==> config.mk <==
export PLATFORM = sky130hd
export DESIGN_NAME = cyber_player_flat
export DESIGN_NICKNAME = d
export VERILOG_FILES = /design/src/rtl/tug_pkg.sv /design/src/rtl/cyber_player_if.sv /design/src/rtl/cyber_lfsr.sv /design/src/rtl/cyber_player.sv /design/src/flat_wrapper.sv
export SDC_FILE = /design/constraint.sdc
export NUM_CORES = 1
export LEC_CHECK = 0
export ABC_AREA = 1
export ABC_CLOCK_PERIOD_IN_PS = 1900
export CORE_MARGIN = 4
export CORE_UTILIZATION = 25
export CTS_CLUSTER_SIZE = 12
export DETAILED_ROUTE_END_ITERATION = 8
export PLACE_DENSITY = 0.59
export SLEW_MARGIN = 25
export SYNTH_ARGS = -nofsm -noshare
export SYNTH_HDL_FRONTEND = slang
export SYNTH_SLANG_ARGS = --single-unit
==> constraint.sdc <==
create_clock -name clk -period 1.9 [get_ports clk]
set_clock_uncertainty 0.2 [all_clocks]
set_input_delay 0.285 -clock clk [delete_from_list [all_inputs] [get_ports clk]]
set_output_delay 0.285 -clock clk [all_outputs]
set_load 0.005 [all_outputs]
==> src/rtl/tug_pkg.sv <==
// Shared definitions for the tug-of-war game blocks.
//   TUG_LFSR_W  : width of the opponent LFSR and its speed threshold
//   LFSR_SEED   : LFSR value after reset (all-zero is legal for XNOR feedback)
//   TAP_HI/LO   : feedback taps for x^10 + x^7 + 1
//   cyber_state_t : computer-opponent press FSM states
package tug_pkg;

  localparam int TUG_LFSR_W = 10;
  localparam logic [TUG_LFSR_W-1:0] LFSR_SEED = '0;
  localparam int TAP_HI = 9;
  localparam int TAP_LO = 6;

  typedef enum logic [1:0] {
    IDLE = 2'd0,
    FIRE = 2'd1,
    HOLD = 2'd2
  } cyber_state_t;

endpackage

==> src/rtl/cyber_player_if.sv <==
// Bundle between the computer opponent and its controller / playfield.
//   enable : arms the opponent
//   speed  : unsigned press threshold compared against the LFSR
//   press  : single-cycle press pulse
//   lfsr_q : current LFSR value (debug/visibility)
// master drives enable/speed, slave (the opponent) drives press/lfsr_q.
interface cyber_player_if #(
  parameter int LFSR_W = 10
);

  logic              enable;
  logic [LFSR_W-1:0] speed;
  logic              press;
  logic [LFSR_W-1:0] lfsr_q;

  modport master (
    output enable,
    output speed,
    input  press,
    input  lfsr_q
  );

  modport slave (
    input  enable,
    input  speed,
    output press,
    output lfsr_q
  );

endinterface

==> src/rtl/cyber_lfsr.sv <==
// Free-running Fibonacci XNOR LFSR (x^10 + x^7 + 1).
//   clk   : system clock
//   reset : synchronous active-high, loads the seed
//   q     : current register value
// XNOR feedback makes all-ones the lockup state, so a zero seed is safe and
// the sequence covers every value except all-ones (period 1023).
module cyber_lfsr
  import tug_pkg::*;
#(
  parameter int LFSR_W = TUG_LFSR_W
) (
  input  logic              clk,
  input  logic              reset,
  output logic [LFSR_W-1:0] q
);

  logic [LFSR_W-1:0] lfsr_r;

  always_ff @(posedge clk) begin
    if (reset) begin
      lfsr_r <= LFSR_W'(LFSR_SEED);
    end else begin
      lfsr_r <= {lfsr_r[LFSR_W-2:0], ~(lfsr_r[TAP_HI] ^ lfsr_r[TAP_LO])};
    end
  end

  assign q = lfsr_r;

endmodule

==> src/rtl/cyber_player.sv <==
// Computer opponent for tug-of-war: emits clean one-cycle press pulses whose
// rate is set by comparing speed against a free-running LFSR.
//   clk   : system clock
//   reset : synchronous active-high
//   bus   : cyber_player_if slave (enable, speed in; press, lfsr_q out)
// Sequence per press: FIRE (press high) -> HOLD for GAP cycles -> IDLE, where
// IDLE spends at least one cycle evaluating the threshold. This gives a
// maximum rate of one pulse every GAP+2 cycles.
module cyber_player
  import tug_pkg::*;
#(
  parameter int LFSR_W = TUG_LFSR_W,
  parameter int GAP    = 2
) (
  input  logic           clk,
  input  logic           reset,
  cyber_player_if.slave  bus
);

  localparam int CNT_W = (GAP < 2) ? 1 : $clog2(GAP + 1);

  logic [LFSR_W-1:0] lfsr;
  logic              hit;
  cyber_state_t      state_q, state_d;
  logic [CNT_W-1:0]  cnt_q, cnt_d;

  cyber_lfsr #(
    .LFSR_W(LFSR_W)
  ) u_lfsr (
    .clk  (clk),
    .reset(reset),
    .q    (lfsr)
  );

  // Compares against the LFSR value before this edge's update.
  assign hit = bus.enable && (bus.speed > lfsr);

  always_ff @(posedge clk) begin
    if (reset) begin
      state_q <= IDLE;
      cnt_q   <= '0;
    end else begin
      state_q <= state_d;
      cnt_q   <= cnt_d;
    end
  end

  always_comb begin
    state_d = state_q;
    cnt_d   = cnt_q;
    unique case (state_q)
      IDLE: begin
        if (hit) state_d = FIRE;
      end
      FIRE: begin
        // Hold counter loads as HOLD is entered; HOLD ignores enable/hit.
        state_d = HOLD;
        cnt_d   = CNT_W'(GAP);
      end
      HOLD: begin
        if (cnt_q <= CNT_W'(1)) begin
          state_d = IDLE;
          cnt_d   = '0;
        end else begin
          cnt_d = cnt_q - CNT_W'(1);
        end
      end
      default: begin
        state_d = IDLE;
        cnt_d   = '0;
      end
    endcase
  end

  // press comes straight off the state register, so it is glitch-free.
  assign bus.press  = (state_q == FIRE);
  assign bus.lfsr_q = lfsr;

endmodule

==> src/flat_wrapper.sv <==
// flat-port wrapper written by rule: the top's interface ports become plain ports
module cyber_player_flat import tug_pkg::*;
#(
  parameter int LFSR_W = TUG_LFSR_W,
  parameter int GAP    = 2
)
  (clk, reset, bus_enable, bus_speed, bus_press, bus_lfsr_q);
  cyber_player_if #(.LFSR_W(LFSR_W)) bus_i ();
  input  logic clk;
  input  logic reset;
  input wire logic [$bits(bus_i.enable)-1:0] bus_enable;
  input wire logic [$bits(bus_i.speed)-1:0] bus_speed;
  output wire logic [$bits(bus_i.press)-1:0] bus_press;
  output wire logic [$bits(bus_i.lfsr_q)-1:0] bus_lfsr_q;
  assign bus_i.enable = bus_enable;
  assign bus_i.speed = bus_speed;
  assign bus_press = bus_i.press;
  assign bus_lfsr_q = bus_i.lfsr_q;
  cyber_player #(.LFSR_W(LFSR_W), .GAP(GAP)) u_core (.clk(clk), .reset(reset), .bus(bus_i));
endmodule
Word-level counts from Yosys, hierarchy flattened
Cells that the tools add are included.
{ "totals": {"register_bits": 14, "inputBits": 13, "output_inout_bits": 11, "wordCells": 20} }
{ "op_classes": {"add_sub_neg": 1, "n_lt_le_gt_ge": 2, "eq_ne": 4, "mux": 5, "n_bitwise": 2, "reduce_logical": 3} }
{ "op_table": {"columns": ["cell", "count"], "rows": [
  ["one-hot mux 2 bit (3 select lines)", 2],
  ["> comparator 10 bit", 1],
  ["2-to-1 mux 2 bit", 3],
  ["inequality test 2 x 1 -> 1 bit, second input constant", 2],
  ["== test 2 x 1 -> 1 bit, second input constant", 1],
  ["== test 2 bit, second input constant", 1],
  ["<= comparator 2 x 1 -> 1 bit, second input constant", 1],
  ["zero test 2 bit", 1],
  ["AND reduction 2 bit", 1],
  ["subtractor 2 x 1 -> 2 bit, second input constant", 1],
  ["logical AND 1 bit", 1],
  ["NOT 1 bit", 1],
  ["bitwise XOR 1 bit", 1]
]} }

Logic depth before layout (Yosys ltp)
Gate-level depths: netlist of run 1.
{ "depth": {"depth_word": 4, "ltp_mapped": 13, "mapped_depth_nobuf": 13} }

Hierarchy
From an unflattened synthesis of run 1, not the netlist that was laid out.
{ "unflattened": {"hier_cells": 115, "hier_area_um2": 847.1} }
{ "modules_own_cells": {"columns": ["mod", "instances", "cells_each", "area_each_um2"], "rows": [
  ["cyber_player", 1, 81, 544.3],
  ["cyber_lfsr", 1, 34, 302.8]
]} }

Least setup slack after synthesis of run 1
No wires, ideal clock.
{ "synth_path": {"path_kind": "register to register", "start": "register u_core.u_lfsr.lfsr_r[9], in the netlist u_core.u_lfsr.q[9]", "end": "register u_core.state_q[0]", "setup_time_ns": 0.115, "arrival_ns": 1.331, "t_required_ns": 1.585, "slack_ns": 0.254, "path_stages_with_launch": 11, "n_path_buf": 0, "period_less_slack_ns": 1.646, "cell_sequence": "dfxtp_1 inv_1 ha_1 nand2_2 inv_1 a21oi_1 nand3_1 nand2_1 nand2_2 a21oi_1 nor2_1"} }
{ "synth_between": {"elab_chain_cells": 4} }
{ "synth_lines": {"columns": ["item", "line_no", "rtl"], "rows": [
  ["start, declared", "cyber_lfsr.sv:17", "logic [LFSR_W-1:0] lfsr_r;"],
  ["start signal, assigned", "cyber_lfsr.sv:21", "lfsr_r <= LFSR_W'(LFSR_SEED);"],
  ["start signal, assigned", "cyber_lfsr.sv:23", "lfsr_r <= {lfsr_r[LFSR_W-2:0], ~(lfsr_r[TAP_HI] ^ lfsr_r[TAP_LO])};"],
  ["> comparator 10 bit", "cyber_player.sv:36", "assign hit = bus.enable && (bus.speed > lfsr);"],
  ["logical AND 1 bit", "cyber_player.sv:36", null],
  ["inequality test 2 x 1 -> 1 bit (no source line)", null, null],
  ["AND reduction 2 bit (no source line)", null, null],
  ["end signal, assigned", "cyber_player.sv:43", "state_q <= state_d;"],
  ["end, declared", "cyber_player.sv:24", "cyber_state_t state_q, state_d;"]
]} }
No other way between the ends.
A chain may end at the register's enable or synchronous reset.

Worst setup path after layout of run 1
{ "layout_path": {"start": "register u_core.state_q[1]", "end": "output bus_press"} }
{ "layout_between": {"elab_chain_cells": 1} }
{ "layout_lines": {"columns": ["item", "line_no", "rtl"], "rows": [
  ["== test 2 x 1 -> 1 bit", "cyber_player.sv:76", "assign bus.press = (state_q == FIRE);"],
  ["end, declared", "flat_wrapper.sv:13", "output wire logic [$bits(bus_i.press)-1:0] bus_press;"]
]} }
No other way between the ends.

==> results of run 1 <==
-- flip-flops by register name, summed over array words and instances, names as in the netlist --
| signal | flops |
|---|---|
| u_core.u_lfsr.q | 10 |
| u_core.state_q | 2 |
| u_core.cnt_q | 2 |
-- critical path, cell delays in order (launching register included) --
cell and delay, ns:
dfxtp_1 0.34, inv_2 0.08, ha_2 0.17, clkdlybuf4s50_1 0.49
-- layer usage --
layer | up-vias | GRT usage | share of wire
met5 | - | 0 | 0
met4 | 0 | 0.03166 | 0.016
met3 | 2 | 0.03813 | 0.047
met2 | 12 | 0.1572 | 0.50
met1 | 314 | 0.09937 | 0.43
li1 | 383 | - | -
-- synth_stat cells --
library cell   n
o21ai_1        2
nand3_1        4
nor2_2         1
nor2_4         1
nand3b_1       1
nor2_1        13
a31oi_1        1
inv_2          1
inv_1         24
dfxtp_1       14
clkbuf_1       1
a211oi_1       1
ha_1          14
nand2_1       19
a21oi_1        6
nand2_2        4
-- cell families (layout without fill, tap and decap cells) --
logic type                 Yosys count  count (layout)  share of synthesized area
AOI/OAI and AO/OA                   10              10                    0.06751
adders and majority gates           14              14                     0.2198
buffers and inverters               26              53                     0.1224
DFF                                 14              14                     0.3516
and+or+nand+nor                     43              43                     0.2386
-- worst min path at each step --
| stage | start | endpoint | slack, ns | cells after the start |
|---|---|---|---|---|
| finish | u_core.u_lfsr.q[4] | u_core.u_lfsr.q[5] | 0.25 | 2 |
| global placement | u_core.u_lfsr.q[3] | u_core.u_lfsr.q[4] | 0.24 | 2 |
| CTS | u_core.u_lfsr.q[4] | u_core.u_lfsr.q[5] | 0.26 | 2 |
| global route | u_core.u_lfsr.q[0] | u_core.u_lfsr.q[1] | 0.28 | 2 |
| detailed placement | u_core.u_lfsr.q[0] | u_core.u_lfsr.q[1] | 0.24 | 2 |
| floorplan | reset | u_core.cnt_q[0] | 0.16 | 1 |
-- power by group through the flow --
stage | clock network [mW] | logic, mW | registers, mW
detailed placement | 0 | 0.267 | 0.352
global route | 0.182 | 0.309 | 0.350
CTS | 0.169 | 0.269 | 0.346
floorplan | 0 | 0.175 | 0.347
global placement | 0 | 0.251 | 0.351
finish | 0.159 | 0.266 | 0.347
-- cell type report --
class,instances,share of cell area
Sequential cell,14,0.2506
Clock buffer,3,0.02013
Multi-Input combinational cell,67,0.3770
Inverter,25,0.08389
Timing Repair Buffer,25,0.2192
Tap cell,44,0.04922
-- what timing repair did --
action                     in CTS  in global routing
gates resized for setup         0                  2
hold endpoints to repair        0                  0
setup endpoints to repair       0                  1
-- per-stage QoR --
step                      worst slack [ns]  hold WS (ns)  instance area, um2  instances  TNS, ns
after floorplan                     0.2543        0.1635               797.0        107        0
after global placement             -0.1360        0.2383                1094        175  -0.2713
after detailed placement           -0.1909        0.2437                1094        175  -0.3712
after CTS                          0.01781        0.2565                1116        178        0
after global routing              0.003528        0.2826                1119        178        0
final                              0.06712        0.2526                1119        178        0
==> impl_metrics.yaml, run 1 <==
drt:
  wl_per_cell_um: 9.511
  routed_via_density: 3.994
  dr.pass1.iters: 3
  drtIter0Drc: 11
  route.vias.total: 711
  route.detailed.drc: 0
  route.antenna.remaining_nets: 0
  totalWireLength_um: 1693
grt:
  grt_antenna_before_repair: 0
  first_pass_grt_wire_length_um: 2911
  overflow: 0
  grt_max_degree: 8
  grt.total_usage: 0.09091
  grt_pass1_vias: 701
placed_design:
  weighted_congestion_at_the_end_of_routability_driven_global_placement: 0.7382
  placement.io_buffers: 23
  post-dp-hpwl_um: 1442
finish:
  antenna_cells_inserted: 0
  most_used_cells_in_the_layout_excluding_fill_and_tap_cells: "inv_1, clkdlybuf4s50_1, nand2_1, dfxtp_1"
  finalCoreUtilization: 0.3664
  layout-area-overhead-vs-synth_pct: 40.35
  fillerInstances: 341
  register_area_um2: 280.3
  fraction_of_layout_instances_using_a_drive_strength_above_1: 0.1045
  multi_input_area_um2: 421.7
  nNetsFinal: 163
synthesis:
  post_synth_top_area_cell: "dfxtp_1"
  share_of_yosys_cell_area_claimed_by_the_top_area_cell_type: 0.3516
  mappedNetlistArea_um2: 797.0
  synth.yosys.warnings: 0
  postSynthCellCount: 107
  netlist_top_cells_area: "dfxtp_1, ha_1, inv_1"
  number_of_nets_produced_by_synthesis: 134
  number_of_storage_elements_in_the_synthesis_netlist: 14
  yosysUniqueCellTypes: 16
  synth_sequential_area_ratio: 0.3516
  post_synth.cell_area_avg_um2: 7.449
critical_path:
  regToRegEndpoint: "u_core.state_q[0]"
  start_kind: "register"
  critical_path_arrival_ns: 1.35
  worst_r2r_path_depth: 10
  worst_setup_path_endpoint: "bus_press"
  crit_type: "reg2out"
  timing.reg2reg.setup_slack_ns: 0.13
  required_ns: 1.41
  reg2reg_from: "u_core.u_lfsr.q[8]"
  timing.critical_path.fanout_max: 3
  worst_setup_path_startpoint: "u_core.state_q[1]"
  setup.worst_path.end_class: "primary output"
power_and_ir_drop:
  p_int_mw: 0.5246
  power_per_cell_area_mw_per_mm2: 689.9
  power.share.sequential: 0.449
  switching_share: 0.3202
  vdd_ir_drop_max_v: 0.0002681
  power_mw: 0.7717
  clockPowerShare: 0.206
  comb_power_share: 0.345
  switching_power_mw: 0.2471
  power.leakage_nw: 0.5114
status:
  status: "complete, no violations"
sta:
  number_of_slew_limit_violations_in_the_final_report: 0
  max_slew.worst_pin.slew_ns: 0.2608
  grt_setup_unrepaired: "no"
  final-setup-viol-count: 0
  hold_violations: 0
  layout_worst_path_cycle_share: 0.9647
  post-route-min-period_ns: 1.833
  max_slew_margin: 0.8256
  timing.fmax_ghz: 0.5456
die:
  start_util: 0.2611
  fp.dieH_um: 64.46
  placement_rows: 20
  die_ar_mm2: 0.004155
  chipWidth_um: 64.46
  placeableCoreArea_mm2: 0.003053
  io_pins: 24
clock_network:
  clkLatencyLatePin_ns: 0.27
  number_of_buffers_on_the_longest_clock_path: 2
  cts_tree: "yes"
  cts_num_sinks: 14
  tritoncts.num_buffers: 3
  setup_buffers_after_cts: 0
  hold_buffers: 0
  cts.root.buffer_cell: "clkbuf_4"
  worst_setup_hold_path_clk_slew_ns: 0.08
  htreeDepth: 1
worst_hold_path:
  hold_path_class: "reg2reg"
run:
  drv.max_cap_violation_count: 0
(Power assumes the default switching activity.)
==> run 2, diff against run 1 <==
- ABC_CLOCK_PERIOD_IN_PS: 1900 -> not set
- clock period: 1.9 -> 2.25 ns (I/O delays scaled with it)
==> impl_metrics.yaml, run 2 (synthesis gave the netlist of run 1 again) <==
finish:
  nNetsFinal: 161
  fraction_of_layout_instances_using_a_drive_strength_above_1: 0.08271
  largest_register_ff_count: 10
  most_used_cells_in_the_layout_excluding_fill_and_tap_cells: "inv_1, clkdlybuf4s50_1, nand2_1, ha_1, dfxtp_1"
  finalCoreUtilization: 0.3652
  layout-area-overhead-vs-synth_pct: 39.87
  antenna_cells_inserted: 0
  layout_commonest_cell: "inv_1"
  final_cell_count_no_fill: 177
clock_network:
  tritoncts.num_buffers: 3
  cts_tree: "yes"
  htreeDepth: 1
  number_of_buffers_on_the_longest_clock_path: 2
  clkLatencyLatePin_ns: 0.28
  cts.root.buffer_cell: "clkbuf_4"
  worst_setup_hold_path_clk_slew_ns: 0.09
  setup_buffers_after_cts: 0
  hold_buffers: 0
  cts_num_sinks: 14
  cts_repair_resize_count: 0
critical_path:
  slowest_stage_delay_on_critical_path_ns: 0.50
  crit_path_top_delay_cell: "clkdlybuf4s50_1"
  crit_type: "reg2out"
  required_ns: 1.71
  start_kind: "register"
  timing.critical_path.fanout_max: 3
  timing.critical_path.cells: "inv_1, ha_1, clkdlybuf4s50_1"
  setup.worst_path.end_class: "primary output"
  critical_path_arrival_ns: 1.38
run:
  drv.max_cap_violation_count: 0
status:
  status: "complete, no violations"
power_and_ir_drop:
  vdd_ir_drop_max_v: 0.0003127
  power.leakage_nw: 0.5098
  power_per_cell_area_mw_per_mm2: 624.2
  power_mw: 0.6959
grt:
  grt.total_usage: 0.08588
  grt_antenna_before_repair: 0
  use_met3: 0.03813
  overflow: 0
  global_route.peak_usage_layer: "met2"
  grt_pass1_vias: 635
  global_route.usage.met2: 0.1418
  gr-usage-met1: 0.09746
  first_pass_grt_wire_length_um: 2725
  grt_max_degree: 13
sta:
  totalNegativeSetupSlack_ns: 0
  timing.fmax_ghz: 0.5207
  number_of_slew_limit_violations_in_the_final_report: 0
  post-route-min-period_ns: 1.920
  layout_worst_path_cycle_share: 0.8535
  grt_setup_unrepaired: "no"
  max_slew.worst_pin.slew_ns: 0.4342
  final-setup-viol-count: 0
  hold_violations: 0
  setup_slack_ns: 0.3295
  max_slew_margin: 0.7097
die:
  placeableCoreArea_mm2: 0.003053
  fp.dieH_um: 64.46
  placement_rows: 20
  io_pins: 24
  start_util: 0.2611
  chipWidth_um: 64.46
  die_ar_mm2: 0.004155
drt:
  drtIter0Drc: 11
  route.antenna.remaining_nets: 0
  route.vias.total: 708
  totalWireLength_um: 1599
  dr.pass1.iters: 3
  route.detailed.drc: 0
  wl_per_cell_um: 9.034
  routed_via_density: 4.000
placed_design:
  post-place-ws_ns: 0.1165
  placed_cells: 173
  placement.io_buffers: 23
  post-dp-hpwl_um: 1358
  weighted_congestion_at_the_end_of_routability_driven_global_placement: 0.7460
worst_hold_path:
  hold_path_class: "reg2reg"
==> run 2: cell types whose count changed in the layout (fill, tap and decap cells not counted) <==
| cell | change |
|---|---|
| buf_4 | -2 |
| inv_1 | +1 |
| inv_2 | -1 |
| ha_2 | -1 |
| ha_1 | +1 |
| clkbuf_8 | +1 |
==> run 2: final cells by class <==
class                   instances  area (um2)
inverters                      25       93.84
repair buffers                 23       230.2
multi-input cells              67       419.2
clock buffers                   4       36.28
fillers                       345        1938
well taps                      44       55.05
flip-flops and latches         14       280.3
==> run 2: power by group <==
part	internal, mW	leakage [nW]	total, mW	switching (mW)
Clock	0.0985	0.0210	0.184	0.0859
Combinational	0.106	0.374	0.222	0.116
Sequential	0.274	0.114	0.289	0.0156
==> run 2: metal layers <==
| layer | vias to the layer above | part of all wire |
|---|---|---|
| met2 | 12 | 0.50 |
| li1 | 380 | - |
| met3 | 2 | 0.041 |
| met5 | - | 0 |
| met4 | 0 | 0.017 |
| met1 | 314 | 0.44 |
==> run 2: worst max-delay path, delay by kind of cell, from the launching register on <==
family	cells	cell delay [ns]
buffers and inverters	2	0.60
adder cells (fa/ha/maj)	1	0.17
flip-flops	1	0.33
==> run 2: metrics by stage <==
stage                     hold WS [ns]  cell area [um2]
after floorplan                 0.2160            797.0
after global placement          0.2368             1079
after detailed placement        0.2401             1079
after CTS                       0.2577             1115
after global routing            0.2805             1115
final                           0.2533             1115
==> run 2: final timing paths <==
| path | start | end | slack, ns | depth (start not counted) |
|---|---|---|---|---|
| max reg2reg | u_core.u_lfsr.q[9] | u_core.state_q[0] | 0.44 | 10 |
| min | u_core.u_lfsr.q[4] | u_core.u_lfsr.q[5] | 0.25 | 2 |
| min reg2reg | u_core.u_lfsr.q[4] | u_core.u_lfsr.q[5] | 0.25 | 2 |
| max | u_core.state_q[1] | bus_press | 0.33 | 3 |
